<file path="config.mk">
export PLATFORM = sky130hd
export DESIGN_NAME = parking_gate_arbiter_flat
export DESIGN_NICKNAME = d
export VERILOG_FILES = /design/src/rtl/parking_gate_arbiter_if.sv /design/src/rtl/parking_gate_arbiter.sv /design/src/flat_wrapper.sv
export SDC_FILE = /design/constraint.sdc
export NUM_CORES = 1
export LEC_CHECK = 0
export CAP_MARGIN = 20
export CORE_MARGIN = 2
export CORE_UTILIZATION = 40
export DETAILED_ROUTE_END_ITERATION = 7
export PLACE_DENSITY = 0.67
export SYNTH_ARGS = -nofsm -noshare
export SYNTH_HDL_FRONTEND = slang
export SYNTH_SLANG_ARGS = --single-unit
export TNS_END_PERCENT = 100
</file>
<file path="constraint.sdc">
create_clock -name clk -period 1.8 [get_ports clk]
set_clock_uncertainty 0.2 [all_clocks]
set_input_delay 0.36 -clock clk [delete_from_list [all_inputs] [get_ports clk]]
set_output_delay 0.36 -clock clk [all_outputs]
set_load 0.02 [all_outputs]
</file>
<file path="src/rtl/parking_gate_arbiter_if.sv">
// rtl/parking_gate_arbiter_if.sv - lane request, auth, gate and occupancy signals of the parking gate arbiter
interface parking_gate_arbiter_if #(
  parameter int CNT_W = 4
);
  logic             entry_req;
  logic             exit_req;
  logic             auth_valid;
  logic             auth_ok;
  logic             pass_sensor;
  logic             gate_open;
  logic             entry_grant;
  logic             exit_grant;
  logic [CNT_W-1:0] occupancy;
  logic             full;
  logic             empty;
  logic             reject;
  logic             timeout_err;

  // Sensor / auth front-end side: drives requests, observes gate state.
  modport master (
    output entry_req, exit_req, auth_valid, auth_ok, pass_sensor,
    input  gate_open, entry_grant, exit_grant, occupancy, full, empty, reject, timeout_err
  );

  // Arbiter side.
  modport slave (
    input  entry_req, exit_req, auth_valid, auth_ok, pass_sensor,
    output gate_open, entry_grant, exit_grant, occupancy, full, empty, reject, timeout_err
  );
endinterface

</file>
<file path="src/rtl/parking_gate_arbiter.sv">
// rtl/parking_gate_arbiter.sv - round-robin entry/exit arbiter for a shared barrier gate with occupancy count
module parking_gate_arbiter #(
  parameter int CAPACITY     = 8,
  parameter int CNT_W        = 4,
  parameter int AUTH_TIMEOUT = 16,
  parameter int PASS_TIMEOUT = 32,
  parameter int CLOSE_CYCLES = 4
) (
  input  logic                  clk,
  input  logic                  reset,
  parking_gate_arbiter_if.slave bus
);

  localparam int TMR_MAX_A = (AUTH_TIMEOUT > PASS_TIMEOUT) ? AUTH_TIMEOUT : PASS_TIMEOUT;
  localparam int TMR_MAX   = (TMR_MAX_A > CLOSE_CYCLES) ? TMR_MAX_A : CLOSE_CYCLES;
  localparam int TMR_W     = $clog2(TMR_MAX + 1);

  typedef enum logic [1:0] {S_IDLE, S_AUTH, S_OPEN, S_CLOSE} state_e;
  typedef enum logic {LANE_EXIT, LANE_ENTRY} lane_e;

  state_e           state_q;
  lane_e            lane_q;
  lane_e            last_served_q;
  logic [TMR_W-1:0] timer_q;
  logic [CNT_W-1:0] occ_q;
  logic [CNT_W-1:0] occ_d;
  logic             full_q;
  logic             empty_q;
  logic             gate_open_q;
  logic             entry_grant_q;
  logic             exit_grant_q;
  logic             reject_q;
  logic             timeout_err_q;

  logic entry_ok;
  logic exit_ok;
  logic serve_entry;

  // Lane eligibility, round-robin pick and saturating next occupancy.
  always_comb begin
    entry_ok    = bus.entry_req & ~full_q;
    exit_ok     = bus.exit_req & ~empty_q;
    serve_entry = entry_ok;
    if (entry_ok && exit_ok) begin
      serve_entry = (last_served_q == LANE_EXIT);
    end
    occ_d = occ_q;
    if (state_q == S_OPEN && bus.pass_sensor) begin
      if (lane_q == LANE_ENTRY) begin
        if (occ_q < CNT_W'(CAPACITY)) occ_d = occ_q + CNT_W'(1);
      end else begin
        if (occ_q != '0) occ_d = occ_q - CNT_W'(1);
      end
    end
  end

  // Gate sequencing FSM; every output is a register updated here.
  always_ff @(posedge clk) begin
    if (reset) begin
      state_q       <= S_IDLE;
      lane_q        <= LANE_EXIT;
      last_served_q <= LANE_EXIT;
      timer_q       <= '0;
      occ_q         <= '0;
      full_q        <= 1'b0;
      empty_q       <= 1'b1;
      gate_open_q   <= 1'b0;
      entry_grant_q <= 1'b0;
      exit_grant_q  <= 1'b0;
      reject_q      <= 1'b0;
      timeout_err_q <= 1'b0;
    end else begin
      reject_q      <= 1'b0;
      timeout_err_q <= 1'b0;
      occ_q         <= occ_d;
      full_q        <= (occ_d == CNT_W'(CAPACITY));
      empty_q       <= (occ_d == '0);
      case (state_q)
        S_IDLE: begin
          timer_q <= '0;
          if (entry_ok || exit_ok) begin
            if (serve_entry) begin
              lane_q        <= LANE_ENTRY;
              last_served_q <= LANE_ENTRY;
              entry_grant_q <= 1'b1;
              state_q       <= S_AUTH;
            end else begin
              lane_q        <= LANE_EXIT;
              last_served_q <= LANE_EXIT;
              exit_grant_q  <= 1'b1;
              gate_open_q   <= 1'b1;
              state_q       <= S_OPEN;
            end
          end
        end
        S_AUTH: begin
          if (bus.auth_valid && bus.auth_ok) begin
            gate_open_q <= 1'b1;
            timer_q     <= '0;
            state_q     <= S_OPEN;
          end else if (bus.auth_valid || timer_q == TMR_W'(AUTH_TIMEOUT - 1)) begin
            reject_q      <= 1'b1;
            entry_grant_q <= 1'b0;
            timer_q       <= '0;
            state_q       <= S_IDLE;
          end else begin
            timer_q <= timer_q + TMR_W'(1);
          end
        end
        S_OPEN: begin
          if (bus.pass_sensor || timer_q == TMR_W'(PASS_TIMEOUT - 1)) begin
            // A pass on the final cycle wins over the timeout.
            timeout_err_q <= ~bus.pass_sensor;
            gate_open_q   <= 1'b0;
            timer_q       <= '0;
            state_q       <= S_CLOSE;
          end else begin
            timer_q <= timer_q + TMR_W'(1);
          end
        end
        S_CLOSE: begin
          if (timer_q == TMR_W'(CLOSE_CYCLES - 1)) begin
            entry_grant_q <= 1'b0;
            exit_grant_q  <= 1'b0;
            timer_q       <= '0;
            state_q       <= S_IDLE;
          end else begin
            timer_q <= timer_q + TMR_W'(1);
          end
        end
        default: state_q <= S_IDLE;
      endcase
    end
  end

  assign bus.gate_open   = gate_open_q;
  assign bus.entry_grant = entry_grant_q;
  assign bus.exit_grant  = exit_grant_q;
  assign bus.occupancy   = occ_q;
  assign bus.full        = full_q;
  assign bus.empty       = empty_q;
  assign bus.reject      = reject_q;
  assign bus.timeout_err = timeout_err_q;

endmodule

</file>
<file path="src/flat_wrapper.sv">
// flat-port wrapper written by rule: the top's interface ports become plain ports
module parking_gate_arbiter_flat 
#(
  parameter int CAPACITY     = 8,
  parameter int CNT_W        = 4,
  parameter int AUTH_TIMEOUT = 16,
  parameter int PASS_TIMEOUT = 32,
  parameter int CLOSE_CYCLES = 4
)
  (clk, reset, bus_entry_req, bus_exit_req, bus_auth_valid, bus_auth_ok, bus_pass_sensor, bus_gate_open, bus_entry_grant, bus_exit_grant, bus_occupancy, bus_full, bus_empty, bus_reject, bus_timeout_err);
  parking_gate_arbiter_if #(.CNT_W(CNT_W)) bus_i ();
  input  logic clk;
  input  logic reset;
  input wire logic [$bits(bus_i.entry_req)-1:0] bus_entry_req;
  input wire logic [$bits(bus_i.exit_req)-1:0] bus_exit_req;
  input wire logic [$bits(bus_i.auth_valid)-1:0] bus_auth_valid;
  input wire logic [$bits(bus_i.auth_ok)-1:0] bus_auth_ok;
  input wire logic [$bits(bus_i.pass_sensor)-1:0] bus_pass_sensor;
  output wire logic [$bits(bus_i.gate_open)-1:0] bus_gate_open;
  output wire logic [$bits(bus_i.entry_grant)-1:0] bus_entry_grant;
  output wire logic [$bits(bus_i.exit_grant)-1:0] bus_exit_grant;
  output wire logic [$bits(bus_i.occupancy)-1:0] bus_occupancy;
  output wire logic [$bits(bus_i.full)-1:0] bus_full;
  output wire logic [$bits(bus_i.empty)-1:0] bus_empty;
  output wire logic [$bits(bus_i.reject)-1:0] bus_reject;
  output wire logic [$bits(bus_i.timeout_err)-1:0] bus_timeout_err;
  assign bus_i.entry_req = bus_entry_req;
  assign bus_i.exit_req = bus_exit_req;
  assign bus_i.auth_valid = bus_auth_valid;
  assign bus_i.auth_ok = bus_auth_ok;
  assign bus_i.pass_sensor = bus_pass_sensor;
  assign bus_gate_open = bus_i.gate_open;
  assign bus_entry_grant = bus_i.entry_grant;
  assign bus_exit_grant = bus_i.exit_grant;
  assign bus_occupancy = bus_i.occupancy;
  assign bus_full = bus_i.full;
  assign bus_empty = bus_i.empty;
  assign bus_reject = bus_i.reject;
  assign bus_timeout_err = bus_i.timeout_err;
  parking_gate_arbiter #(.CAPACITY(CAPACITY), .CNT_W(CNT_W), .AUTH_TIMEOUT(AUTH_TIMEOUT), .PASS_TIMEOUT(PASS_TIMEOUT), .CLOSE_CYCLES(CLOSE_CYCLES)) u_core (.clk(clk), .reset(reset), .bus(bus_i));
endmodule
</file>
==> results.json, run 1 <==
{
  "status": "complete, no violations",
  "root_buffer": "clkbuf_4",
  "hold_path.class": "register to register",
  "chipWidth_um": 57.1,
  "maxCapViolations": 0,
  "start_util_pct": 41.7,
  "ys.flop_type": "dfxtp_1",
  "power_density_nw_per_um2": 671,
  "rsz0062_at_grt": "yes",
  "avgRoutedWirePerCell_um": 13.9,
  "critPathMaxFanout": 5,
  "portBuffers": 17,
  "area_growth_pct": 49.8,
  "overflow": 0,
  "grt_pass1_wl_mm": 4.33,
  "cts_tree": "built",
  "async_reset_ff_share_pct": 0,
  "place_hpwl_mm": 1.83,
  "routabilityCongestion": 0.747,
  "ys_types": 48,
  "core_um2": 2710,
  "finalHoldViolCount": 0,
  "worst_pin_slew_ns": 0.330,
  "wirelength_mm": 2.77,
  "row_count": 19,
  "worst_slack_ns": 0.00945,
  "endpoint_kind": "register",
  "drcViolationCount": 0,
  "fin_cells": 199,
  "fin_total_pwr_mw": 1.14,
  "cts_max_path_buffers": 2,
  "dp.cells": 189,
  "grt_util_all_layers_pct": 16.6,
  "htreeDepth": 1,
  "max_freq_mhz": 558,
  "die_area_um2": 3270,
  "path_class": "register to register",
  "num_io_pins": 18,
  "ir_worst_vdd_v": 0.000456,
  "leakagePower_nw": 0.713,
  "fin_crit_sh_pct": 99.5,
  "final_nets": 179,
  "grt_max_degree": 15,
  "cts_sinks": 20,
  "start_kind": "register",
  "cp.required_ns": 1.81,
  "syn_area_per_cell_um2": 8.83,
  "syn-num-nets": 138,
  "period_minus_slack_ns": 1.79,
  "diodes": 0,
  "cp.arrival_ns": 1.80,
  "slew_headroom_pct": 77.8,
  "numCtsBuffers": 3,
  "clkTransAtPathRegs_ns": 0.12,
  "drive_gt1_share_pct": 38.1,
  "antenna_found_initial": 0,
  "grt_pass1_vias": 995,
  "setup_violations": 0,
  "clk_latency_ns": 0.30,
  "chipHeight_um": 57.1,
  "ys_ff_latch": 20,
  "syn_area_um2": 1130,
  "netlist.area_leader.share_pct": 35.4,
  "ys_top_cells_by_area": "dfxtp_1, nor2_1, nand3_1",
  "vias": 1114,
  "yosys.area.top_type": "dfxtp_1",
  "drt-initial-drc-count": 28,
  "synth_edf_count": 0,
  "final_core_utilization_pct": 62.5,
  "dr.pass1.iters": 4,
  "dpl_worst_slack_ns": -0.360,
  "hold_buffers": 0,
  "viasPerCell": 5.60,
  "tns_ns": 0,
  "drtAntennaViolNets": 0,
  "final_max_slew_viol_count": 0,
  "synth_warnings": 0,
  "synth_cells": 128,
  "ys_seq_area_share_pct": 35.4
}
[area by class of cell]
type / instances / area (um2)
Clock buffer: 4 / 36.3
Sequential cell: 20 / 415
Inverter: 6 / 27.5
Timing Repair Buffer: 42 / 370
Fill cell: 243 / 1020
Tap cell: 31 / 38.8
Multi-Input combinational cell: 96 / 805
[cell families (layout without fill, tap and decap cells)]
kind of cell / after synthesis / count (layout) / share of synthesized area, %
xor+xnor: 5 / 5 / 3.88
simple gates: 60 / 61 / 32.1
compound gates: 27 / 27 / 19.4
buf+inv: 13 / 52 / 5.87
fa+ha+maj: 3 / 3 / 3.32
flops: 20 / 20 / 35.4
[cells in the mapped netlist, drive strengths merged (2+ instances only)]
cell and instances:
nand3 8, nor2 12, and2 2, a211oi 2, o21a 2, clkbuf 4
nand2b 4, dfxtp 20, buf 3, inv 6, a21oi 6, xor2 3
xnor2 2, a21boi 2, nor3b 4, nor3 3, nand2 6, nor2b 5
nand3b 4, a31oi 2, ha 3, nor4 4, a21o 2, a22oi 2
[layout by cell type, fill, tap and decap left out, drive strengths merged, types with 2 or more instances in the layout]
cell	count
buf	25
dfxtp	20
nor2	12
dlygate4sd2	10
nand3	8
nand2	6
a21oi	6
inv	6
clkdlybuf4s50	5
nor2b	5
nand3b	5
nand2b	4
nor4	4
clkbuf	4
nor3b	4
nor3	3
xor2	3
ha	3
and2	2
o21a	2
a21o	2
xnor2	2
dlymetal6s2s	2
a31oi	2
a21boi	2
a22oi	2
a211oi	2
[critical path, cell delays in order (launching register included)]
cell and delay [ns]:
dfxtp_4 0.38, buf_6 0.11, ha_4 0.12, nand2b_1 0.07
or3_4 0.38, a21boi_4 0.18, nor4_4 0.07, a21o_1 0.18
[final timing paths]
kind                                            from                                 to  slack (ns)  depth (start not counted)
hold reg to reg    u_core.bus.gate_open$_SDFFE_PP0P_  u_core.bus.gate_open$_SDFFE_PP0P_        0.26                          2
setup reg to reg  u_core.bus.occupancy[0]$_SDFF_PP0_        u_core.bus.empty$_SDFF_PP1_       0.009                          7
hold / removal     u_core.bus.gate_open$_SDFFE_PP0P_  u_core.bus.gate_open$_SDFFE_PP0P_        0.26                          2
setup / recovery  u_core.bus.occupancy[0]$_SDFF_PP0_        u_core.bus.empty$_SDFF_PP1_       0.009                          7
[per-layer routing]
layer | GRT usage [%] | up-vias | part of all wire (%)
met1 | 20.4 | 526 | 39
met2 | 29.2 | 36 | 54
met5 | 0 | - | 0
met3 | 3.40 | 8 | 4.6
li1 | - | 544 | -
met4 | 4.98 | 0 | 1.9
[per-stage QoR]
stage	hold WS, ns	instance area [um2]
after global placement	0.242	1480
after CTS	0.259	1530
after detailed placement	0.243	1480
after floorplan	0.230	1160
after global routing	0.271	1690
final	0.256	1690
[report_power, final]
part | leakage [nW] | internal, mW | total, mW | switching [mW]
Sequential | 0.167 | 0.478 | 0.521 | 0.0434
Clock | 0.0210 | 0.123 | 0.263 | 0.139
Combinational | 0.525 | 0.183 | 0.352 | 0.168
Total | 0.713 | 0.784 | 1.14 | 0.351
[what timing repair did]
item                       CTS  global route
buffers inserted             0             5
gates cloned                 0             1
setup endpoints to repair   14            12
pin swaps                    0             8
gates resized for setup     17            27
[sequential cells by signal, indices dropped and copies added, names as in the netlist]
signal	flops
u_core.bus.exit_grant	1
u_core.bus.empty	1
u_core.bus.reject	1
u_core.bus.full	1
u_core.bus.occupancy	4
u_core.bus.entry_grant	1
u_core.state_q	2
u_core.bus.gate_open	1
u_core.timer_q	6
u_core.bus.timeout_err	1
u_core.lane_q	1
(Power assumes the default switching activity.)
==> run 2: changes to the inputs <==
CORE_ASPECT_RATIO = 1.2   (was default)
SLEW_MARGIN = 10   (was default)
==> run 2 against run 1 <==
Design area is 4.8% higher. First-iteration DRC count increased by 29%. Die area barely moved. Non-clock buffer count increased by 11. Via count is 1.9% higher. Critical path depth unchanged. Cell count increased by 6.5%. Maximum frequency up 1.1%. Register-to-register slack improved by 0.02 ns. Sequential power down 2%.
==> results.json, run 2 (synthesis results as in run 1) <==
{
  "worstReg2RegStart": "u_core.bus.occupancy[0]$_SDFF_PP0_",
  "drive_gt1_share_pct": 42.1,
  "diodes": 0,
  "clkTransAtPathRegs_ns": 0.12,
  "layout_common_cells": "buf_4, dfxtp_1, nor2_1",
  "die_area_um2": 3270,
  "clk_latency_ns": 0.31,
  "intPower_mw": 0.851,
  "leakagePower_nw": 0.777,
  "portBuffers": 17,
  "setup_violations": 0,
  "status": "complete, no violations",
  "numCtsBuffers": 3,
  "endpoint_kind": "register",
  "cp.required_ns": 1.82,
  "hold_depth": 3,
  "final_nets": 189,
  "grt_pass1_wl_mm": 4.73,
  "hold_end": "u_core.bus.timeout_err$_SDFF_PP0_",
  "dpl_worst_slack_ns": -0.374,
  "vias": 1135,
  "viasPerCell": 5.35,
  "chipWidth_um": 52.5,
  "cts_tree": "built",
  "final_core_utilization_pct": 64.9,
  "place_hpwl_mm": 2.12,
  "reg2reg_depth": 7,
  "place_area_um2": 1550,
  "power_frac_comb_pct": 32.4,
  "start_kind": "register",
  "htreeDepth": 1,
  "max_freq_mhz": 565,
  "fin_crit_sh_pct": 98.4,
  "antenna_found_initial": 0,
  "core_um2": 2730,
  "p_switching_mw": 0.361,
  "drtAntennaViolNets": 0,
  "power.share.switching_pct": 29.8,
  "worst_pin_slew_ns": 0.410,
  "cts_sinks": 20,
  "multiInputGateArea_um2": 786,
  "cts_max_path_buffers": 2,
  "area_growth_pct": 57.0,
  "reg2reg_slack_ns": 0.03,
  "worst_slack_ns": 0.0287,
  "seq_area_um2": 414,
  "avgRoutedWirePerCell_um": 13.8,
  "slew_headroom_pct": 72.6,
  "num_io_pins": 18,
  "root_buffer": "clkbuf_4",
  "fill_cells": 228,
  "min_from": "bus_pass_sensor",
  "final_common_cell": "buf_4",
  "cp.arrival_ns": 1.79,
  "grt_util_all_layers_pct": 18.6,
  "grt_max_degree": 13,
  "largest_reg_flops": 6,
  "critPathMaxFanout": 5,
  "clkPwrFrac_pct": 25.6,
  "hold_path.class": "input port to register",
  "sequentialPowerShare_pct": 41.9,
  "drcViolationCount": 0,
  "r2r-end": "u_core.bus.empty$_SDFF_PP1_",
  "grt_pass1_vias": 1159,
  "period_minus_slack_ns": 1.77,
  "dr.pass1.iters": 4,
  "startpoint": "u_core.bus.occupancy[0]$_SDFF_PP0_",
  "finalHoldViolCount": 0,
  "overflow": 0,
  "finalInstanceArea_um2": 1770,
  "power_density_nw_per_um2": 683,
  "ir_worst_vdd_v": 0.000506,
  "chipHeight_um": 62.2,
  "start_util_pct": 41.3,
  "regMostFlops": "u_core.timer_q",
  "drt-initial-drc-count": 36,
  "final_max_slew_viol_count": 0,
  "path_class": "register to register",
  "wirelength_mm": 2.93,
  "routabilityCongestion": 0.786,
  "row_count": 21,
  "rsz0062_at_grt": "yes",
  "hold_buffers": 0,
  "maxCapViolations": 0
}
-- run 2: worst max-delay path by stage --
stage	slack (ns)	depth (start not counted)	to
CTS	-0.05	6	u_core.bus.full$_SDFF_PP0_
floorplan	0.02	6	u_core.bus.empty$_SDFF_PP1_
global route	-0.03	7	u_core.bus.full$_SDFF_PP0_
global placement	-0.32	6	u_core.bus.empty$_SDFF_PP1_
finish	0.03	7	u_core.bus.empty$_SDFF_PP1_
detailed placement	-0.37	6	u_core.bus.full$_SDFF_PP0_
-- run 2: metal layers --
layer | GRT usage (%) | share of wire [%] | vias up | wire length (um)
li1 | - | - | 562 | -
met1 | 20.6 | 41 | 552 | 1210
met2 | 32.7 | 55 | 15 | 1600
met3 | 2.88 | 2.3 | 6 | 68
met4 | 9.94 | 1.7 | 0 | 51
met5 | 0 | 0 | - | 0
-- run 2: final cells by class --
| cell class | instances | area share, % |
|---|---|---|
| Multi-Input combinational cell | 95 | 44.3 |
| Timing Repair Buffer | 53 | 25.7 |
| Sequential cell | 20 | 23.3 |
| Clock buffer | 4 | 2.68 |
| Tap cell | 34 | 2.40 |
| Inverter | 6 | 1.55 |
-- run 2: power groups by stage --
stage	Sequential [mW]	Combinational (mW)	Clock [mW]
after floorplan	0.529	0.182	0
after global placement	0.512	0.346	0
after detailed placement	0.512	0.359	0
after CTS	0.502	0.356	0.319
after global routing	0.513	0.426	0.341
final	0.508	0.393	0.311
-- run 2: critical path: stages, from the launching register on --
cell and delay (ns):
dfxtp_4 0.38, inv_4 0.04, ha_4 0.16, nor3b_2 0.16, or4_4 0.43, nand3_2 0.10
nor4_4 0.05, a21o_1 0.17
-- run 2: metrics by stage --
step,TNS [ns],instances,hold WS [ns],total power [mW]
2_1_floorplan,0,128,0.230,0.711
5_1_grt,-0.0751,212,0.260,1.28
3_5_place_dp,-3.68,201,0.249,0.871
3_3_place_gp,-2.92,201,0.245,0.858
6_report,0,212,0.268,1.21
4_1_cts,-0.0919,205,0.265,1.18
-- run 2: repair_timing --
action,4_1_cts,5_1_grt
setup endpoints to repair,16,15
pin swaps,0,9
endpoints found under the hold margin,0,0
buffers inserted,0,7
resized for setup,15,28
